===== config.mk =====
export PLATFORM = sky130hd
export DESIGN_NAME = baud_rate_generator_frac
export DESIGN_NICKNAME = d
export VERILOG_FILES = /design/src/rtl/baud_rate_generator_frac.sv
export SDC_FILE = /design/constraint.sdc
export NUM_CORES = 1
export LEC_CHECK = 0
export ABC_AREA = 1
export BUFFER_PORTS_ARGS = -buffer_cell sky130_fd_sc_hd__buf_4
export CAP_MARGIN = 20
export CORE_ASPECT_RATIO = 0.6
export CORE_MARGIN = 1.5
export CORE_UTILIZATION = 60
export DETAILED_ROUTE_END_ITERATION = 8
export GPL_ROUTABILITY_DRIVEN = 0
export PLACE_DENSITY = 0.8
export SLEW_MARGIN = 40
export SYNTH_ARGS = -nofsm -noshare
export SYNTH_HDL_FRONTEND = slang
export SYNTH_SLANG_ARGS = --single-unit

===== constraint.sdc =====
create_clock -name i_clock -period 3.8 [get_ports i_clock]
set_clock_uncertainty 0.2 [all_clocks]
set_input_delay 0.76 -clock i_clock [delete_from_list [all_inputs] [get_ports i_clock]]
set_output_delay 0.76 -clock i_clock [all_outputs]
set_load 0.01 [all_outputs]

===== src/rtl/baud_rate_generator_frac.sv =====
// Fractional-N baud tick generator: oversample, bit and mid-bit strobes from a
// runtime-loadable D + F/2^FRAC_WIDTH divisor with shadow-register handshake.
module baud_rate_generator_frac #(
  parameter int unsigned DIV_WIDTH        = 16,
  parameter int unsigned FRAC_WIDTH       = 4,
  parameter int unsigned OVERSAMPLE       = 16,
  parameter int unsigned DEFAULT_DIV_INT  = 651,
  parameter int unsigned DEFAULT_DIV_FRAC = 1
) (
  input  logic                          i_clock,
  input  logic                          i_reset,
  input  logic                          i_enable,
  input  logic [DIV_WIDTH-1:0]          i_div_int,
  input  logic [FRAC_WIDTH-1:0]         i_div_frac,
  input  logic                          i_load,
  input  logic                          i_resync,
  output logic                          o_tick,
  output logic                          o_bit_tick,
  output logic                          o_mid_tick,
  output logic [$clog2(OVERSAMPLE)-1:0] o_phase,
  output logic                          o_load_pending
);

  localparam int unsigned PW = $clog2(OVERSAMPLE);
  localparam int unsigned CW = DIV_WIDTH + 1;

  logic [DIV_WIDTH-1:0]  div_int_q, shadow_int_q, next_int;
  logic [FRAC_WIDTH-1:0] div_frac_q, shadow_frac_q, next_frac, acc_q;
  logic                  carry_q, pending_q;
  logic [CW-1:0]         cnt_q, eff_div, period_last;
  logic [PW-1:0]         phase_q;
  logic [FRAC_WIDTH:0]   acc_sum;
  logic                  tick_q, bit_tick_q, mid_tick_q;
  logic                  terminal, apply;

  always_comb begin
    // Divisors 0 and 1 clamp to 2 so strobes can never be back-to-back.
    eff_div     = (div_int_q < DIV_WIDTH'(2)) ? CW'(2) : {1'b0, div_int_q};
    period_last = eff_div + CW'(carry_q) - CW'(1);
    terminal    = i_enable && !i_resync && (cnt_q == period_last);
    apply       = i_resync || terminal;
    // A load in the applying cycle bypasses the shadow.
    next_int    = i_load ? i_div_int  : shadow_int_q;
    next_frac   = i_load ? i_div_frac : shadow_frac_q;
    acc_sum     = {1'b0, acc_q} + {1'b0, div_frac_q};
  end

  always_ff @(posedge i_clock or posedge i_reset) begin
    if (i_reset) begin
      div_int_q     <= DIV_WIDTH'(DEFAULT_DIV_INT);
      div_frac_q    <= FRAC_WIDTH'(DEFAULT_DIV_FRAC);
      shadow_int_q  <= DIV_WIDTH'(DEFAULT_DIV_INT);
      shadow_frac_q <= FRAC_WIDTH'(DEFAULT_DIV_FRAC);
      pending_q     <= 1'b0;
      cnt_q         <= '0;
      acc_q         <= '0;
      carry_q       <= 1'b0;
      phase_q       <= '0;
      tick_q        <= 1'b0;
      bit_tick_q    <= 1'b0;
      mid_tick_q    <= 1'b0;
    end else begin
      if (i_load) begin
        shadow_int_q  <= i_div_int;
        shadow_frac_q <= i_div_frac;
      end

      if (i_resync) begin
        cnt_q   <= '0;
        acc_q   <= '0;
        carry_q <= 1'b0;
        phase_q <= '0;
      end else if (terminal) begin
        cnt_q            <= '0;
        {carry_q, acc_q} <= acc_sum;
        phase_q          <= phase_q + PW'(1);
      end else if (i_enable) begin
        cnt_q <= cnt_q + CW'(1);
      end

      if (apply && (pending_q || i_load)) begin
        div_int_q  <= next_int;
        div_frac_q <= next_frac;
        pending_q  <= 1'b0;
      end else if (i_load) begin
        pending_q <= 1'b1;
      end

      tick_q     <= terminal;
      bit_tick_q <= terminal && (phase_q == PW'(OVERSAMPLE - 1));
      mid_tick_q <= terminal && (phase_q == PW'(OVERSAMPLE / 2 - 1));
    end
  end

  assign o_tick         = tick_q;
  assign o_bit_tick     = bit_tick_q;
  assign o_mid_tick     = mid_tick_q;
  assign o_phase        = phase_q;
  assign o_load_pending = pending_q;

endmodule


# Word level (Yosys, flattened, before mapping)
# Index checks and enable logic that the tools add are counted.
# Widths: inputs -> output; s select.
# totals
reg_bits	70
input_bits	25
out_inout_bits	8
word_cells	46
# classes
n_addsub	5
n_lt_le_gt_ge	1
eq_ne	3
muxes	14
reduce_logical	11
# ops
cell	count
$mux 17	3
$mux 16	2
$mux 4	5
$add 16x1->17	1
$add 17x1->17 const B	1
$eq 17x17->1	1
$sub 17x1->17 const B	1
$lt 16x2->1 const B	1
$add 4x4->5	1
$logic_and 1x1->1	5
$add 4x1->4 const B	1
$eq 4x3->1 const B	1
$eq 4x4->1 const B	1
$mux 1	4
$reduce_bool 2->1	2
$reduce_bool 3->1	1
$logic_or 1x1->1	2
$logic_not 1->1	1

# Logic depth before layout (Yosys ltp)
# Gate-level depths: netlist of run 1.
# depth
ltp_word	9
depth_mapped	25
ltp_nobuf	24

# Least setup slack after synthesis of run 1
# OpenSTA, ideal clock, no wires.
# synth_timing
kind	reg-to-reg
start	reg div_int_q[10]
end	reg div_int_q[2]
setup_ns	0.117
arrival_time_ns	2.740
required_ns	3.483
setup_slack_ns	0.743
path_stages_with_launch	21
path_buffers	1
synth_period_minus_slack_ns	3.057
path_cell_list	dfrtp_1 nor2_1 nand2_1 nor2_4 nand2_4 nand2_1 ha_1 ha_1 nand2_1 nor2_1 xor2_1 nand3b_1 nor2_1 nand2_1 nor2_4 nand2_4 nand2_4 nand2_2 buf_6 nand2_1 nand2_1
# synth_via
elab_chain_cells	8
# synth_rtl
element	line	source
start: declaration	27	logic [DIV_WIDTH-1:0] div_int_q, shadow_int_q, next_int;
start signal: assignment	50	div_int_q <= DIV_WIDTH'(DEFAULT_DIV_INT);
start signal: assignment	82	div_int_q <= next_int;
$lt 16x2->1	38	eff_div = (div_int_q < DIV_WIDTH'(2)) ? CW'(2) : {1'b0, div_int_q};
$mux 16 *	38	
$add 16x1->17 *	39	period_last = eff_div + CW'(carry_q) - CW'(1);
$sub 17x1->17 *	39	
$eq 17x17->1 *	40	terminal = i_enable && !i_resync && (cnt_q == period_last);
$logic_and 1x1->1 *	40	
$logic_or 1x1->1 *	41	apply = i_resync || terminal;
$logic_and 1x1->1 *	81	if (apply && (pending_q || i_load)) begin
# Mark *: on every way between the ends. The rest lies on a longest branch, timed or not.
# A chain may end at the register's enable or synchronous reset.

# Worst setup path after layout of run 1
# layout_timing
start	reg div_int_q[10]
end	reg div_int_q[13]
# The elaborated chain is that of the path after synthesis.

==> impl_metrics.toml, run 1 <==
[run_status]
run_status = "complete, no violations"

[worst_setup_path]
category_of_cells_accounting_for_the_largest_share_of_critical_path_delay = "simple AND/OR/NAND/NOR gates"
cp.buffers_inverters = 1
path_cells = "nor2_2 -> nand2_1 -> nor2_4 -> nand2_4 -> nand2_1 -> ha_1 -> ha_2 -> nand2_1 -> nor2_1 -> xor2_1 -> nand3b_1 -> nor2_1 -> nand2_1 -> nor2_4 -> nand2_4 -> nand2_4 -> buf_6 -> nand3_1 -> nand2_1"
cp.arrival_ns = 3.58
crit_path_frequent_cell = "nand2_1"
path_class = "flop to flop"
timing.critical_path.slowest_cell_delay_ns = 0.45
critical_path.startpoint_type = "flop"
worstSetupEndpointType = "flop"
required_ns = 3.89
critical-path-slowest-cell = "dfrtp_1"
max_fanout_on_critical_path = 22

[route]
highest_layer = "met4"
num_vias = 3415
wl_per_cell_um = 13.99
detailed_route_wl_um = 8788
met1_wirelength_um = 4337
drtIter0Drc = 254
detail_route.drc_violations = 0
drt.antenna.violating_nets = 0
routed-wl-met3_um = 775
routed_via_density = 5.438
drt-pass1-iter-count = 5
met2RoutedLength_um = 3548

[logic_synthesis]
share_of_flip_flops_with_an_asynchronous_set_or_reset_after_synthesis = 1.000
share_of_yosys_cell_area_claimed_by_the_top_area_cell_type = 0.3694
synth.most_common_cell = "nand2_1"
synth-seq-area-share = 0.4497
post_synth_num_cell_types = 32
synth.cell_area_mm2 = 0.003929
ys.warnings.count = 0
synth_seq_cells = 70
syn-instance-count = 504
synth_area_leaders = "dfrtp_1 37%, nand2_1 17%, dfstp_2 8.0%"
synth_fp_nets = 538
synthesis.area_per_instance_um2 = 7.795
ys_top_cells_by_count = "173 x nand2_1, 58 x dfrtp_1, 54 x nand3_1, 50 x nor2_1, 38 x inv_1"
synth.largest_area_cell = "dfrtp_1"
synth_edf_count = 0
postSynth.topFlopCell = "dfrtp_1"

[finish]
fin_cells = 628
final_area_mm2 = 0.004439
register_area_mm2 = 0.001768
fill_cells = 505
antenna-diode-count = 0
multiInputGateArea_mm2 = 0.001919
layout.core_utilization = 0.7136
drive_gt1_frac = 0.1618
final_nets = 573
syn2layout_area_growth_pct = 12.99

[place]
numPlacedInstances = 612
portBuffers = 32
dpl-instance-area_mm2 = 0.004230
post-dp-hpwl_um = 6464
place_ws_ns = 0.1453

[timing]
post-route-period-util = 0.9185
slew-limit-headroom = 0.6636
drv_slew = 0
final.setup.worst_slack_ns = 0.3096
setup_violations = 0
fin_setup_tns_ns = 0
min_clock_period_post_route_ns = 3.490
worst-slew-pin-transition_ns = 0.4999
number_of_hold_slack_violations_in_the_final_timing_report = 0
clock.fmax_mhz = 286.5
whs_ns = 0.2367

[pwr]
seq_power_share = 0.470
combPwrFrac = 0.203
fin_total_pwr_mw = 1.843
swShare = 0.3214
internal_power_mw = 1.251
peakVddDrop_uv = 210.3
switchingPower_mw = 0.5925
power_leakage_nw = 2.247
pwr-share-clk = 0.327
p_per_area_mw_per_mm2 = 415.2

[grt]
global_route_wire_length_before_repair_um = 14730
vias_in_the_first_global_route = 3060
grt_antenna_before_repair = 0
grt.overflow.total = 0
grt_util_all_layers = 0.2738
grt_max_degree = 42

[clock_network]
cts_root_buffer = "clkbuf_8"
clk_pin_slew_worst_setup_hold_paths_ns = 0.08
cts_hold_repair.buffers = 0
worstSkewPairLatency_ns = 0.36
ctsLongestPathBuffers = 2
number_of_cts_inserted_buffers = 9
cts-htree-levels = 3
cts_tree = "yes"
cts.sinks = 70

[worst_hold_path]
timing.hold.worst.class = "input pin to async pin"

[die]
design.portCount = 33
floorplan.core_area_mm2 = 0.006221
die_w_um = 107.5
die-area_mm2 = 0.007058
placementRows = 22
floorplan.initialDensity = 0.6315
die_h_um = 65.68

[run]
drv.max_cap_violation_count = 0
[timing repair]
action,CTS,global route
setup buffers,0,0
resized for setup,0,6
setup endpoints to repair,0,41
[flip-flops by register name, indices dropped and copies added, names as in the netlist, 4 cells and up]
signal,count
shadow_frac_q,4
o_phase,4
cnt_q,17
div_frac_q,4
div_int_q,16
shadow_int_q,16
acc_q,4
[final cells by class]
| class | instances | area share |
|---|---|---|
| tap | 84 | 0.02368 |
| sequential | 70 | 0.3983 |
| multi-input combinational | 377 | 0.4324 |
| clock buffer | 11 | 0.02959 |
| inverter | 43 | 0.03692 |
| clock inverter | 5 | 0.01325 |
| timing repair buffer | 38 | 0.06595 |
[kinds of logic after synthesis]
| kind of cell | after synthesis | share of synthesized area |
|---|---|---|
| AOI/OAI and AO/OA | 16 | 0.02070 |
| xor gates and xnor gates | 26 | 0.05796 |
| adders and majority gates | 9 | 0.03057 |
| buffers and inverters | 57 | 0.06433 |
| DFF | 70 | 0.4497 |
| and+or+nand+nor | 326 | 0.3768 |
[path summary, 6_finish.rpt]
check,start,end,slack [ns],cells after the start
min reg2reg,shadow_frac_q[2]$_DFF_PP0_,shadow_frac_q[2]$_DFF_PP0_,0.28,2
max in group asynchronous,i_reset,shadow_int_q[0]$_DFF_PP1_,2.48,3
max reg2reg,div_int_q[10]$_DFFE_PP0P_,div_int_q[13]$_DFFE_PP0P_,0.31,19
max,div_int_q[10]$_DFFE_PP0P_,div_int_q[13]$_DFFE_PP0P_,0.31,19
min in group i_clock,shadow_frac_q[2]$_DFF_PP0_,shadow_frac_q[2]$_DFF_PP0_,0.28,2
min,i_reset,shadow_int_q[13]$_DFF_PP0_,0.24,2
[routing by layer]
layer  track usage  vias up
met5             0        -
met4       0.09375        0
met3       0.07540       15
met2        0.3718      133
met1        0.4155     1589
li1              -     1678
[cell usage in the layout, fill, tap and decap left out, types with 10 or more instances in the layout]
cell type and count:
nor2_1 49, buf_4 36, inv_1 37, dfrtp_1 57
nor3_1 11, nand4_1 10, xnor2_1 10, nand2_1 173
xor2_1 16, dfstp_2 12, nand3_1 54
[worst register-to-register path: stages (launching register included)]
cell,delay [ns]
dfrtp_1,0.45
nor2_2,0.19
nand2_1,0.11
nor2_4,0.13
nand2_4,0.12
nand2_1,0.08
ha_1,0.17
ha_2,0.25
nand2_1,0.11
nor2_1,0.18
xor2_1,0.24
nand3b_1,0.14
nor2_1,0.12
nand2_1,0.10
nor2_4,0.19
nand2_4,0.12
nand2_4,0.12
buf_6,0.20
nand3_1,0.12
nand2_1,0.08
[power by group through the flow]
stage / Clock, mW / Sequential (mW) / Combinational, mW
finish: 0.603 / 0.866 / 0.374
global route: 0.639 / 0.872 / 0.421
CTS: 0.605 / 0.863 / 0.366
detailed placement: 0 / 0.877 / 0.364
global placement: 0 / 0.876 / 0.351
floorplan: 0 / 0.860 / 0.279
(Power assumes the default switching activity.)
==> run 2, diff against run 1 <==
--- a/config.mk
+++ b/config.mk
@@ -8,7 +8,6 @@
 export ABC_AREA = 1
 export BUFFER_PORTS_ARGS = -buffer_cell sky130_fd_sc_hd__buf_4
 export CAP_MARGIN = 20
-export CORE_ASPECT_RATIO = 0.6
 export CORE_MARGIN = 1.5
 export CORE_UTILIZATION = 60
 export DETAILED_ROUTE_END_ITERATION = 8
==> constraint.sdc (replaced) <==
create_clock -name i_clock -period 3.8 [get_ports i_clock]
set_clock_uncertainty 0.2 [all_clocks]
set_input_delay 0.95 -clock i_clock [delete_from_list [all_inputs] [get_ports i_clock]]
set_output_delay 0.95 -clock i_clock [all_outputs]
set_load 0.01 [all_outputs]
==> impl_metrics.toml, run 2 (same netlist as run 1, synthesis figures left out) <==
[clock_network]
clk_pin_slew_worst_setup_hold_paths_ns = 0.07
cts.sinks = 70
number_of_cts_inserted_buffers = 9
post_cts.repair.setup_buffers = 0
ctsLongestPathBuffers = 2
cts-htree-levels = 3
cts_tree = "yes"
cts_hold_repair.buffers = 0
worstSkewPairLatency_ns = 0.34
cts_root_buffer = "clkbuf_8"

[die]
die_w_um = 83.92
design.portCount = 33
die_h_um = 83.92
die-area_mm2 = 0.007043
floorplan.initialDensity = 0.6187
floorplan.core_area_mm2 = 0.006350
placementRows = 29

[route]
num_vias = 3395
drt-pass1-iter-count = 5
drt.antenna.violating_nets = 0
detailed_route_wl_um = 8501
detail_route.drc_violations = 0
routed_via_density = 5.449
wl_per_cell_um = 13.65
drtIter0Drc = 279

[finish]
final_nets = 575
drive_gt1_frac = 0.1685
antenna-diode-count = 0
biggest_regs = "cnt_q (17), div_int_q (16), shadow_int_q (16)"
largest_register_ffs = 17
register_area_mm2 = 0.001767
final_area_mm2 = 0.004459
multiInputGateArea_mm2 = 0.001922
syn2layout_area_growth_pct = 13.50
fill_cells = 506
final_common_cell = "nand2_1"
layout.core_utilization = 0.7023
mostFrequentLayoutCells = "173 x nand2_1, 58 x dfrtp_1, 54 x nand3_1"
largest_register = "cnt_q"

[grt]
grt_max_degree = 34
global_route_wire_length_before_repair_um = 14770
grt_util_all_layers = 0.2596
grt_antenna_before_repair = 0
vias_in_the_first_global_route = 3301
grt.overflow.total = 0

[timing]
post-route-period-util = 0.9145
whs_ns = 0.2731
final.setup.worst_slack_ns = 0.3249
clock.fmax_mhz = 287.8
slew-limit-headroom = 0.5517
worst-slew-pin-transition_ns = 0.6664
min_clock_period_post_route_ns = 3.475
number_of_hold_slack_violations_in_the_final_timing_report = 0
fin_setup_tns_ns = 0
setup_violations = 0
drv_slew = 0
unrepaired_setup_endpoints_after_global_routing = "no"

[worst_setup_path]
path_class = "flop to flop"
r2r.worst_path.cells = 19
required_ns = 3.87
critical_path.startpoint_type = "flop"
max_fanout_on_critical_path = 18
worstSetupEndpointType = "flop"
cp.arrival_ns = 3.55
reg_to_reg_endpoint = "div_int_q[5]$_DFFE_PP0P_"
reg2reg_setup_slack_ns = 0.32
worstReg2RegStart = "div_int_q[5]$_DFFE_PP0P_"

[worst_hold_path]
timing.hold.worst.class = "flop to flop"
min_from = "shadow_int_q[11]$_DFF_PP0_"
timing.hold.worst_endpoint = "shadow_int_q[11]$_DFF_PP0_"
hold_depth = 2

[pwr]
peakVddDrop_uv = 360.4
p_per_area_mw_per_mm2 = 415.8
power_leakage_nw = 2.276

[place]
portBuffers = 32
place_ws_ns = 0.2251
dpl-instance-area_mm2 = 0.004234
post-dp-hpwl_um = 6332

[run]
drv.max_cap_violation_count = 0

[run_status]
run_status = "complete, no violations"
==> run 2: where the power goes <==
part | switching [mW] | internal, mW
combinational | 0.236 | 0.139
sequential | 0.0526 | 0.809
clock | 0.278 | 0.339
==> run 2: worst max-delay path by stage <==
stage / start / slack, ns / to / depth (start not counted)
floorplan: div_int_q[10]$_DFFE_PP0P_ / 0.74 / div_int_q[2]$_DFFE_PP0P_ / 20
global placement: div_int_q[10]$_DFFE_PP0P_ / 0.34 / div_int_q[11]$_DFFE_PP0P_ / 19
detailed placement: div_int_q[5]$_DFFE_PP0P_ / 0.23 / div_int_q[11]$_DFFE_PP0P_ / 19
CTS: div_int_q[5]$_DFFE_PP0P_ / 0.21 / div_int_q[11]$_DFFE_PP0P_ / 19
global route: div_int_q[8]$_DFFE_PP0P_ / 0.03 / div_int_q[5]$_DFFE_PP0P_ / 17
finish: div_int_q[5]$_DFFE_PP0P_ / 0.32 / div_int_q[5]$_DFFE_PP0P_ / 19
==> run 2: layout make-up <==
cell class                 instances  area share
clock buffer                      11     0.03395
clock inverter                     5     0.01291
inverter                          43     0.03620
multi-input combinational        377      0.4310
sequential                        70      0.3962
tap                               77     0.02160
timing repair buffer              40     0.06818
==> run 2: repair_timing <==
| item | 4_1_cts | 5_1_grt |
|---|---|---|
| hold endpoints to repair | 0 | 0 |
| gates resized for setup | 0 | 5 |
| endpoints found under the setup margin | 0 | 37 |
==> run 2: per-stage QoR <==
stage	cells	power [mW]
CTS	623	1.860
global route	623	1.959
finish	623	1.854
floorplan	504	1.139
global placement	607	1.227
detailed placement	607	1.239
==> run 2: per-layer routing <==
metal	GRT usage	part of all wire	wire, um	vias to the layer above
li1	-	-	-	1678
met2	0.4186	0.48	4061	106
met3	0.04748	0.053	451	18
met5	0	0	0	-
met1	0.3571	0.45	3827	1593
met4	0.08495	0.019	160	0
==> run 2: critical path, cell delays in order, from the launching register on <==
cell and delay, ns:
dfrtp_1 0.44, nor2_2 0.21, nand2_1 0.14, nor2_4 0.14, nand2_4 0.10, nand2_1 0.07, ha_1 0.16, ha_2 0.24
nand2_1 0.10, nor2_1 0.19, xor2_1 0.21, nand3b_1 0.10, nor2_1 0.11, nand2_1 0.09, nor2_4 0.23, nand2_4 0.13
nand2_4 0.12, buf_4 0.23, nand3_1 0.11, nand2_1 0.09
